--- src/rtl/life_pattern_editor.sv ---
// life_pattern_editor: cursor-driven editor for the life grid seed pattern.
// Board keys move a wrapping cursor and toggle/clear cells while gameState=0.
// Also produces a blinking one-hot cursor overlay for the display path.
// Build option: define LIFE_EDITOR_KEY_REPEAT_EN to auto-repeat held direction keys
// (adds REPEAT_DELAY / REPEAT_RATE parameters).
module life_pattern_editor #(
    parameter int unsigned GRID_SIZE    = 16,
    parameter int unsigned BLINK_CYCLES = 25000000
`ifdef LIFE_EDITOR_KEY_REPEAT_EN
    ,
    parameter int unsigned REPEAT_DELAY = 25000000,
    parameter int unsigned REPEAT_RATE  = 5000000
`endif
) (
    input  logic                                clk,
    input  logic                                reset_n,
    input  logic                                gameState,
    input  logic                                keyUp,
    input  logic                                keyDown,
    input  logic                                keyLeft,
    input  logic                                keyRight,
    input  logic                                keyToggle,
    input  logic                                keyClear,
    output logic [GRID_SIZE-1:0][GRID_SIZE-1:0] userInput,
    output logic [GRID_SIZE-1:0][GRID_SIZE-1:0] cursorMask,
    output logic [$clog2(GRID_SIZE)-1:0]        cursorRow,
    output logic [$clog2(GRID_SIZE)-1:0]        cursorCol
);

    localparam int unsigned CW = $clog2(GRID_SIZE);
    localparam int unsigned BW = (BLINK_CYCLES > 1) ? $clog2(BLINK_CYCLES) : 1;
    localparam int unsigned NK = 6;

    // Key bit positions inside the key vectors
    localparam int unsigned K_UP     = 0;
    localparam int unsigned K_DOWN   = 1;
    localparam int unsigned K_LEFT   = 2;
    localparam int unsigned K_RIGHT  = 3;
    localparam int unsigned K_TOGGLE = 4;
    localparam int unsigned K_CLEAR  = 5;

    localparam logic [CW-1:0] MAX_IDX    = CW'(GRID_SIZE - 1);
    localparam logic [BW-1:0] BLINK_LAST = BW'(BLINK_CYCLES - 1);

    logic [NK-1:0]                       keys;
    logic [NK-1:0]                       key_cur;
    logic [NK-1:0]                       key_prev;
    logic [NK-1:0]                       key_armed;
    logic [NK-1:0]                       press;
    logic [NK-1:0]                       evt;
    logic [GRID_SIZE-1:0][GRID_SIZE-1:0] pattern_d;
    logic [GRID_SIZE-1:0][GRID_SIZE-1:0] mask_d;
    logic [CW-1:0]                       row_d;
    logic [CW-1:0]                       col_d;
    logic [BW-1:0]                       blink_cnt;
    logic                                blink_on;

    assign keys = {keyClear, keyToggle, keyRight, keyLeft, keyDown, keyUp};

    // Sample keys and keep one cycle of history; runs in every game state.
    // A key is armed only after it has been seen low, so one held through reset never fires.
    always_ff @(posedge clk or negedge reset_n) begin
        if (!reset_n) begin
            key_cur   <= '0;
            key_prev  <= '0;
            key_armed <= '0;
        end else begin
            key_cur   <= keys;
            key_prev  <= key_cur;
            key_armed <= key_armed | ~keys;
        end
    end

    assign press = key_cur & ~key_prev & key_armed;

`ifdef LIFE_EDITOR_KEY_REPEAT_EN
    localparam int unsigned   HW        = $clog2(REPEAT_DELAY + REPEAT_RATE + 1);
    localparam logic [HW-1:0] HOLD_FIRE = HW'(REPEAT_DELAY);
    localparam logic [HW-1:0] HOLD_LAST = HW'(REPEAT_DELAY + REPEAT_RATE - 1);

    logic [3:0][HW-1:0] hold_cnt;
    logic [3:0]         rep_evt;

    // Cycles since each direction key was pressed; after the first repeat the count
    // loops over REPEAT_DELAY..REPEAT_DELAY+REPEAT_RATE-1, and release zeroes it.
    always_ff @(posedge clk or negedge reset_n) begin
        if (!reset_n) begin
            hold_cnt <= '0;
        end else begin
            for (int i = 0; i < 4; i++) begin
                if (!(key_cur[i] && key_armed[i])) begin
                    hold_cnt[i] <= '0;
                end else if (hold_cnt[i] == HOLD_LAST) begin
                    hold_cnt[i] <= HOLD_FIRE;
                end else begin
                    hold_cnt[i] <= hold_cnt[i] + 1'b1;
                end
            end
        end
    end

    // Synthetic direction events each time a held key's count lands on REPEAT_DELAY.
    always_comb begin
        rep_evt = '0;
        for (int i = 0; i < 4; i++) begin
            rep_evt[i] = key_cur[i] & key_prev[i] & key_armed[i] & (hold_cnt[i] == HOLD_FIRE);
        end
    end

    assign evt = press | {2'b00, rep_evt};
`else
    assign evt = press;
`endif

    // Next pattern and cursor from this cycle's events; everything holds while running.
    always_comb begin
        pattern_d = userInput;
        row_d     = cursorRow;
        col_d     = cursorCol;
        if (!gameState) begin
            // Toggle uses the pre-move cursor; clear overrides toggle.
            if (evt[K_CLEAR]) begin
                pattern_d = '0;
            end else if (evt[K_TOGGLE]) begin
                pattern_d[cursorRow][cursorCol] = ~userInput[cursorRow][cursorCol];
            end
            if (evt[K_UP] && !evt[K_DOWN]) begin
                row_d = (cursorRow == '0) ? MAX_IDX : cursorRow - 1'b1;
            end else if (evt[K_DOWN] && !evt[K_UP]) begin
                row_d = (cursorRow == MAX_IDX) ? '0 : cursorRow + 1'b1;
            end
            if (evt[K_LEFT] && !evt[K_RIGHT]) begin
                col_d = (cursorCol == '0) ? MAX_IDX : cursorCol - 1'b1;
            end else if (evt[K_RIGHT] && !evt[K_LEFT]) begin
                col_d = (cursorCol == MAX_IDX) ? '0 : cursorCol + 1'b1;
            end
        end
    end

    // Register the pattern and cursor.
    always_ff @(posedge clk or negedge reset_n) begin
        if (!reset_n) begin
            userInput <= '0;
            cursorRow <= '0;
            cursorCol <= '0;
        end else begin
            userInput <= pattern_d;
            cursorRow <= row_d;
            cursorCol <= col_d;
        end
    end

    // Free-running blink counter; the phase flips each time the counter wraps.
    always_ff @(posedge clk or negedge reset_n) begin
        if (!reset_n) begin
            blink_cnt <= '0;
            blink_on  <= 1'b1;
        end else if (blink_cnt == BLINK_LAST) begin
            blink_cnt <= '0;
            blink_on  <= ~blink_on;
        end else begin
            blink_cnt <= blink_cnt + 1'b1;
        end
    end

    // Overlay bit at the cursor, shown only in setup mode during the on phase.
    always_comb begin
        mask_d = '0;
        if (!gameState && blink_on) begin
            mask_d[cursorRow][cursorCol] = 1'b1;
        end
    end

    // Register the overlay; it trails the cursor registers by one cycle.
    always_ff @(posedge clk or negedge reset_n) begin
        if (!reset_n) begin
            cursorMask <= '0;
        end else begin
            cursorMask <= mask_d;
        end
    end

endmodule

--- config.mk ---
export PLATFORM = sky130hd
export DESIGN_NAME = life_pattern_editor
export DESIGN_NICKNAME = d
export VERILOG_FILES = /design/src/rtl/life_pattern_editor.sv
export SDC_FILE = /design/constraint.sdc
export NUM_CORES = 1
export LEC_CHECK = 0
export BUFFER_PORTS_ARGS = -buffer_cell sky130_fd_sc_hd__buf_4
export CELL_PAD_IN_SITES_DETAIL_PLACEMENT = 0
export CELL_PAD_IN_SITES_GLOBAL_PLACEMENT = 2
export CORE_MARGIN = 2
export CORE_UTILIZATION = 30
export CTS_BUF_LIST = sky130_fd_sc_hd__clkbuf_4 sky130_fd_sc_hd__clkbuf_8
export DETAILED_ROUTE_END_ITERATION = 12
export PLACE_DENSITY = 0.8
export SYNTH_ARGS = -nofsm -noshare
export SYNTH_HDL_FRONTEND = slang
export SYNTH_SLANG_ARGS = --single-unit
--- constraint.sdc ---
create_clock -name clk -period 7.1 [get_ports clk]
set_input_delay 0.71 -clock clk [delete_from_list [all_inputs] [get_ports clk]]
set_output_delay 0.71 -clock clk [all_outputs]
set_load 0.01 [all_outputs]
Yosys cells after proc, flatten, opt, wreduce, memory -nomap -nowiden
Cells that the tools add are included.
{"block": "op_classes", "n_addsub": 5, "order_cmp": 4, "eq_ne": 3, "muxes": 21, "bitwise_logic": 8, "n_reduce_logical": 20}
{"op": "256-bit 2-to-1 mux", "count": 3}
{"op": "256-bit bitwise mux", "count": 1}
{"op": "16-bit binary-select mux with 4-bit select", "count": 1}
{"op": "16-bit demux with 4-bit select", "count": 1}
{"op": "16-bit 2-to-1 mux", "count": 2}
{"op": "4-bit 2-to-1 mux", "count": 8}
{"op": "25-bit by 1-bit adder with 25-bit output (second input constant)", "count": 1}
{"op": "25-bit equality test (second input constant)", "count": 1}
{"op": "25-bit 2-to-1 mux", "count": 1}
{"op": "6-bit AND", "count": 2}
{"op": "6-bit NOT", "count": 2}
{"op": "4-bit by 5-bit < comparator with 1-bit output (second input constant)", "count": 2}
{"op": "4-bit by 1-bit adder with 4-bit output (second input constant)", "count": 2}
{"op": "4-bit equality test (second input constant)", "count": 2}
{"op": "4-bit by 1-bit greater-or-equal comparator with 1-bit output (second input constant)", "count": 2}
{"op": "4-bit logical NOT", "count": 2}
{"op": "4-bit by 1-bit subtractor with 4-bit output (second input constant)", "count": 2}
{"op": "1-bit logical AND", "count": 7}
{"op": "6-bit bitwise OR", "count": 1}
{"op": "2-bit AND reduction", "count": 3}
{"op": "2-bit nonzero test", "count": 3}
{"op": "1-bit logical NOT", "count": 5}
{"op": "1-bit binary-select mux with 4-bit select", "count": 1}
{"op": "1-bit demux with 4-bit select", "count": 1}
{"op": "other kinds (2)", "count": 5}
{"block": "word_totals", "reg_bits": 564, "in_bits": 9, "elab_cells": 100}

Longest topological paths before layout
Gate-level depths: netlist of run 1.
{"block": "logic_depth", "word_depth": 9, "mapped_depth": 13}

Worst setup path after synthesis of run 1
No wires, ideal clock.
{"block": "synth_timing", "kind": "register -> register", "from": "reg cursorRow[0]", "to": "reg userInput[104] in the netlist's numbering", "setup_ns": 0.075, "arrival_ns": 2.543, "required_time_ns": 7.025, "path_slack_ns": 4.481, "path_stages_with_launch": 12, "path_buffers": 5, "synth_period_minus_slack_ns": 2.619, "path_cell_list": "dfrtp_1 > buf_6 > buf_8 > buf_6 > buf_6 > mux4_2 > nand2_1 > nand3_1 > a31oi_4 > nand4_4 > buf_6 > o21ai_2"}
{"block": "synth_via", "elab_chain_len": 8}
{"element": "start: declaration", "line": "26", "text": "output logic [$clog2(GRID_SIZE)-1:0] cursorRow,"}
{"element": "start signal: assignment", "line": "148", "text": "cursorRow <= row_d;"}
{"element": "16-bit binary-select mux with 4-bit select", "line": "125", "text": "pattern_d[cursorRow][cursorCol] = ~userInput[cursorRow][cursorCol];"}
{"element": "16-bit 2-to-1 mux (not written as such)", "line": "125"}
{"element": "1-bit binary-select mux with 4-bit select", "line": "125"}
{"element": "1-bit 2-to-1 mux (not written as such)", "line": "125"}
{"element": "1-bit NOT", "line": "125"}
{"element": "256-bit bitwise mux (*)", "line": "125"}
{"element": "256-bit 2-to-1 mux (*)", "line": "124", "text": "end else if (evt[K_TOGGLE]) begin"}
{"element": "256-bit 2-to-1 mux (*)", "line": "122", "text": "if (evt[K_CLEAR]) begin"}
{"element": "end signal: assignment", "line": "147", "text": "userInput <= pattern_d;"}
{"element": "end: declaration", "line": "24", "text": "output logic [GRID_SIZE-1:0][GRID_SIZE-1:0] userInput,"}
Every way passes the cells marked *; elsewhere a longest branch is shown, timed or not. The select of a mux whose other input is x is not followed.
A chain may end at the register's enable or synchronous reset.

Worst setup path in the final report of run 1
{"block": "layout_timing", "from": "reg cursorRow[0]", "to": "reg userInput[206] in the netlist's numbering"}
Same word-level chain as after synthesis.

==> flow_metrics.tcl, run 1 <==
set metrics [dict create \
    status "finished clean" \
    antenna_found_initial 2 \
    fmax_mhz 234 \
    post-route-period-util_pct 60.2 \
    firstDrtPassIters 5 \
    synth_seq_cells 564 \
    dieArea_um2 83900 \
    vias 21176 \
    post_cts_buffers 0 \
    drive_gt1_share_pct 31.3 \
    p_leak_nw 14.3 \
    synth_area_um2 24500 \
    synth_common_cells "dfrtp_1, o21ai_0, nor2_1, a21oi_1, clkbuf_1" \
    yosysTopAreaCell "dfrtp_1" \
    grt_pass1_vias 20785 \
    routedWlPerCell_um 28.0 \
    synthArstFlopShare_pct 100 \
    synth-edff-count 0 \
    cp.required_ns 7.62 \
    ys_seq_area_share_pct 57.7 \
    wirelength_um 106000 \
    cp_cell_sequence "buf_4, mux4_1, nor2b_1, a211oi_1, a311o_1, a22oi_2, buf_4, o31ai_1" \
    slowest_delay_ns 1.04 \
    clk_path_buf_depth 3 \
    rsz0062_at_grt "no" \
    whs_ns 0.0769 \
    grt.overflow.total 0 \
    rrSetupSlack_ns 2.82 \
    slowest_stage "dfrtp_4" \
    cts_htree_levels 3 \
    route.detailed.drc 0 \
    holdBufCountCts 0 \
    yosys_warnings 0 \
    synth_top_cells_by_area "dfrtp_1, o21ai_0, o31ai_1" \
    vdd_drop_max_uv 200 \
    dp_hpwl_um 70600 \
    detail_route.vias_per_cell 5.57 \
    syn_to_final_growth_pct 27.3 \
    finalMaxSlewViolations 0 \
    grt_pass1_wl_um 151000 \
    worstMarginPinSlew_ns 1.30 \
    coreArea_um2 80700 \
    gp_congestion 0.898 \
    reg2regPathDepth 8 \
    finalSetupViolCount 0 \
    crit_buf_inv 2 \
    cts_resized 0 \
    yosys.area.top_type_share_pct 57.6 \
    path_common_cell "buf_4" \
    grt_max_degree 173 \
    tritoncts "yes" \
    cp_max_fo 48 \
    fin_crit_ns 4.28 \
    powerDensity_nw_per_um2 302 \
    io_buffers 528 \
    post-synth-top-count-cell "dfrtp_1" \
    rows 104 \
    max_slew_margin_pct 13.1 \
    hold_viol_final 0 \
    cts.clk_slew.worst_paths_ns 0.06 \
    fin_nets 2682 \
    synth_flop_cell "dfrtp_1" \
    tns_ns 0 \
    yosysUniqueCellTypes 65 \
    grtUsageTotal_pct 24.7 \
    cts_buffers 97 \
    crit_path_end_kind "register" \
    fin_skew_ns 0.0559 \
    synth.avg_cell_area_um2 10.8 \
    die_x_um 290 \
    clock_sinks 564 \
    die_h_um 290 \
    initial_core_util_pct 30.3 \
    worstHoldPathType "input port to async pin" \
    r2r_start "cursorRow[0]" \
    r2r-end "userInput[206]" \
    synth.net_count 2296 \
    clock_latency_ns 0.74 \
    syn_inst 2275 \
    critPathLaunchType "register" \
    ios 529 \
    drt_iter0_drc 2328 \
    clockRootBuffer "clkbuf_8" \
    path_delay_family "compound AO/OA/AOI/OAI gates" \
    max_cap_viol_count 0 \
    worstPathArrival_ns 4.80 \
    worst-setup-path-type "register to register" \
    antenna_left 0 \
]
[logic make-up after synthesis]
group	synth area share, %
AO/OA/AOI/OAI	20.8
XOR/XNOR	0.823
adder cells (fa/ha/maj)	0.614
buffers and inverters	4.97
flip-flops	57.7
multiplexers	6.51
AND/OR/NAND/NOR	8.61
[per-stage QoR]
step / power (W) / setup WS [ns] / cells / utilization [%] / area [um2]
2_1_floorplan: 0.00498 / 4.48 / 2275 / - / 24500
3_3_place_gp: 0.00596 / 2.96 / 3622 / 35.8 / 28900
3_5_place_dp: 0.00598 / 2.83 / 3622 / 35.8 / 28900
4_1_cts: 0.00943 / 2.83 / 3798 / 38.6 / 31100
5_1_grt: 0.00975 / 2.66 / 3799 / 38.6 / 31100
6_report: 0.00941 / 2.82 / 3799 / 38.6 / 31100
[cell type report]
cell class                 count  area [um2]
clock inverter                25         382
inverter                       6        22.5
tap                         1060        1330
clock buffer                 151        1890
timing repair buffer         553        4200
multi-input combinational   1439        9200
fill                        7915       49500
sequential                   564       14100
antenna                        1        2.50
[state kept, by name (all words and copies together) (netlist names)]
register,flops
blink_cnt,25
blink_on,1
cursorCol,4
cursorMask,256
cursorRow,4
key_armed,6
key_cur,6
key_prev,6
userInput,256
[power breakdown]
group	internal (W)	total [W]	switching [W]
Clock	0.00200	0.00343	0.00144
Sequential	0.00330	0.00355	0.000241
Combinational	0.000593	0.00243	0.00184
Total	0.00590	0.00941	0.00351
[routing by layer]
metal  global-route usage [%]  vias to the layer above  routed length (um)
met5                        0                        -                  11
met4                     7.97                        2                2990
met3                     7.51                      177               11600
met2                     39.0                     1299               49500
met1                     32.4                    10767               42400
li1                         -                     8931                   -
[placed cells by master, fill, tap and decap left out, types with 5 or more instances in the layout]
cell / netlist / final
mux2_2: 17 / 17
mux4_2: 44 / 44
clkinv_2: 0 / 10
xor2_1: 12 / 12
and2_1: 26 / 26
mux2i_1: 28 / 28
ha_1: 12 / 12
a22oi_1: 10 / 10
o31ai_1: 194 / 194
bufinv_16: 0 / 8
nor2_1: 285 / 284
and3_1: 11 / 11
clkbuf_8: 0 / 121
nand3_1: 25 / 25
nand2_2: 0 / 14
nor2b_1: 11 / 9
clkbuf_4: 0 / 30
buf_4: 7 / 549
nand4_1: 6 / 6
nand2b_1: 9 / 9
nand2_1: 68 / 54
o21ai_0: 293 / 293
dfrtp_1: 563 / 560
o21ai_1: 10 / 10
a21oi_1: 202 / 202
a31oi_1: 66 / 66
a311o_1: 5 / 5
o21ai_2: 30 / 30
xnor2_1: 11 / 11
[how the worst max path moves through the flow]
stage / startpoint / to / slack [ns] / depth (start not counted)
floorplan: cursorRow[0] / userInput[104] / 4.48 / 11
global placement: cursorRow[0] / userInput[173] / 2.96 / 8
detailed placement: cursorRow[0] / cursorMask[245] / 2.83 / 5
CTS: cursorRow[0] / cursorMask[251] / 2.83 / 5
global route: cursorRow[0] / userInput[172] / 2.66 / 8
finish: cursorRow[0] / userInput[206] / 2.82 / 8
Note: power is estimated with default switching activity, not from simulation.
==> run 2, diff against run 1 <==
PLACE_DENSITY = 0.82   (was 0.8)
clock period = 3.65 ns   (was 7.1 ns; I/O delays follow)
==> run 2 against run 1 <==
Die area unchanged. Flip-flop and latch count unchanged. Worst hold slack improved by 0.23 ns. Register-to-register slack lost 2.4 ns. Sequential power is 92% higher. Total power is 100% higher. Design area is 2.7% higher. Clock power increased by 99%. Critical endpoint is now userInput[166]. Combinational power up 110%. Count of clock-buffer cells in the layout shrank 6. Global-route usage shrank 0.24 points.
==> flow_metrics.tcl, run 2 (same netlist as run 1, synthesis figures left out) <==
set metrics [dict create \
    vdd_drop_max_uv 479 \
    io_buffers 528 \
    dieArea_um2 83900 \
    firstDrtPassIters 6 \
    syn_to_final_growth_pct 30.6 \
    p_leak_nw 14.8 \
    die_x_um 290 \
    rows 104 \
    fmax_mhz 307 \
    n_antenna_cell 0 \
    max_cap_viol_count 0 \
    path_common_cell "buf_12" \
    clock_sinks 564 \
    ios 529 \
    fin_crit_ns 3.26 \
    critPathLaunchType "register" \
    cts.clk_slew.worst_paths_ns 0.07 \
    worstMarginPinSlew_ns 1.32 \
    grt_pass1_vias 21179 \
    cts_buffers 97 \
    vias 21402 \
    worstHoldPathType "input port to async pin" \
    slowest_delay_ns 0.76 \
    cts_htree_levels 3 \
    die_h_um 290 \
    finalMaxSlewViolations 0 \
    antenna_left 0 \
    drt_iter0_drc 2323 \
    rrSetupSlack_ns 0.39 \
    clock_latency_ns 0.73 \
    r2r-end "userInput[166]" \
    powerDensity_nw_per_um2 588 \
    worstPathArrival_ns 3.84 \
    final_cell_mix "buf_4, dfrtp_1, o21ai_0" \
    reg2regPathDepth 9 \
    detail_route.vias_per_cell 5.53 \
    cp.required_ns 4.23 \
    dp_hpwl_um 72600 \
    routedWlPerCell_um 27.3 \
    max_slew_margin_pct 12.0 \
    cp_max_fo 64 \
    finalSetupViolCount 0 \
    grt.overflow.total 0 \
    mostFrequentLayoutCell "buf_4" \
    post-route-period-util_pct 89.2 \
    slowest_stage "dfrtp_4" \
    path_delay_family "multiplexers" \
    power_w 0.0188 \
    fin_skew_ns 0.0390 \
    grtUsageTotal_pct 24.4 \
    worst-setup-path-type "register to register" \
    fin_nets 2757 \
    drive_gt1_share_pct 32.8 \
    route.detailed.drc 0 \
    crit_buf_inv 3 \
    crit_path_end_kind "register" \
    antenna_found_initial 0 \
    grt_pass1_wl_um 150000 \
    grt_max_degree 257 \
    r2r_start "cursorRow[0]" \
    gp_congestion 0.855 \
    wirelength_um 106000 \
    clk_path_buf_depth 3 \
    hold_viol_final 0 \
    clockRootBuffer "clkbuf_8" \
    coreArea_um2 80700 \
    initial_core_util_pct 30.3 \
    tritoncts "yes" \
    rsz0062_at_grt "no" \
    status "finished clean" \
    tns_ns 0 \
    critical_path_depth 9 \
    top_regs "cursorMask x256, userInput x256, blink_cnt x25" \
    cp_cell_sequence "buf_4, buf_12, mux4_2, mux2_2, o22ai_1, a311o_1, a22oi_2, buf_12, o31ai_1" \
]
==> run 2: changes by cell type in the layout (fill, tap and decap cells not counted), moves of 3 or more <==
cell           previous run  this run
buf_4                   549       599
buf_12                    3        20
dlygate4sd3_1             0         8
bufinv_16                 8        11
clkbuf_4                 30        27
clkbuf_8                121       118
==> run 2: worst max-delay path by stage <==
| stage | start | to |
|---|---|---|
| floorplan | cursorRow[0] | userInput[104] |
| global placement | cursorRow[0] | userInput[145] |
| detailed placement | cursorRow[0] | userInput[166] |
| CTS | cursorRow[0] | userInput[166] |
| global route | cursorRow[0] | userInput[166] |
| finish | cursorRow[0] | userInput[166] |
==> run 2: area by class of cell <==
class	count	area (um2)
Clock buffer	145	1830
Clock inverter	29	482
Fill cell	7787	48700
Inverter	6	22.5
Multi-Input combinational cell	1439	9200
Sequential cell	564	14100
Tap cell	1060	1330
Timing Repair Buffer	628	4990
==> run 2: through the flow <==
step	setup WS [ns]	cell area, um2	util, %	hold slack [ns]	instances
finish	0.394	32000	39.6	0.309	3871
detailed placement	0.427	29600	36.7	0.365	3689
CTS	0.407	32000	39.6	0.316	3871
global route	0.291	32000	39.6	0.355	3871
global placement	0.496	29600	36.7	0.359	3689
floorplan	1.03	24500	-	0.0694	2275
==> run 2: metal layers <==
layer  share of wire [%]  track usage (%)  routed length [um]
met1                  39             31.8               41300
met2                  46             38.8               49000
met3                  11             7.03               11600
met4                 3.6             8.95                3830
met5                   0                0                   0
==> run 2: timing repair <==
action / 4_1_cts / 5_1_grt
hold endpoints to repair: 94 / 0
setup buffers: 0 / 0
hold buffers: 8 / 0
resized for setup: 0 / 0
==> run 2: worst register-to-register path, cell delays in order (launching register included) <==
cell and delay (ns):
dfrtp_4 0.76, buf_4 0.31, buf_12 0.21, mux4_2 0.58
mux2_2 0.29, o22ai_1 0.15, a311o_1 0.17, a22oi_2 0.11
buf_12 0.24, o31ai_1 0.31
==> run 2: report_power, final <==
| group | total, W | internal (W) | leakage [nW] | switching (W) |
|---|---|---|---|---|
| Clock | 0.00681 | 0.00400 | 1.21 | 0.00280 |
| Combinational | 0.00517 | 0.00148 | 5.78 | 0.00369 |
| Sequential | 0.00683 | 0.00643 | 7.78 | 0.000401 |
| Total | 0.0188 | 0.0119 | 14.8 | 0.00690 |
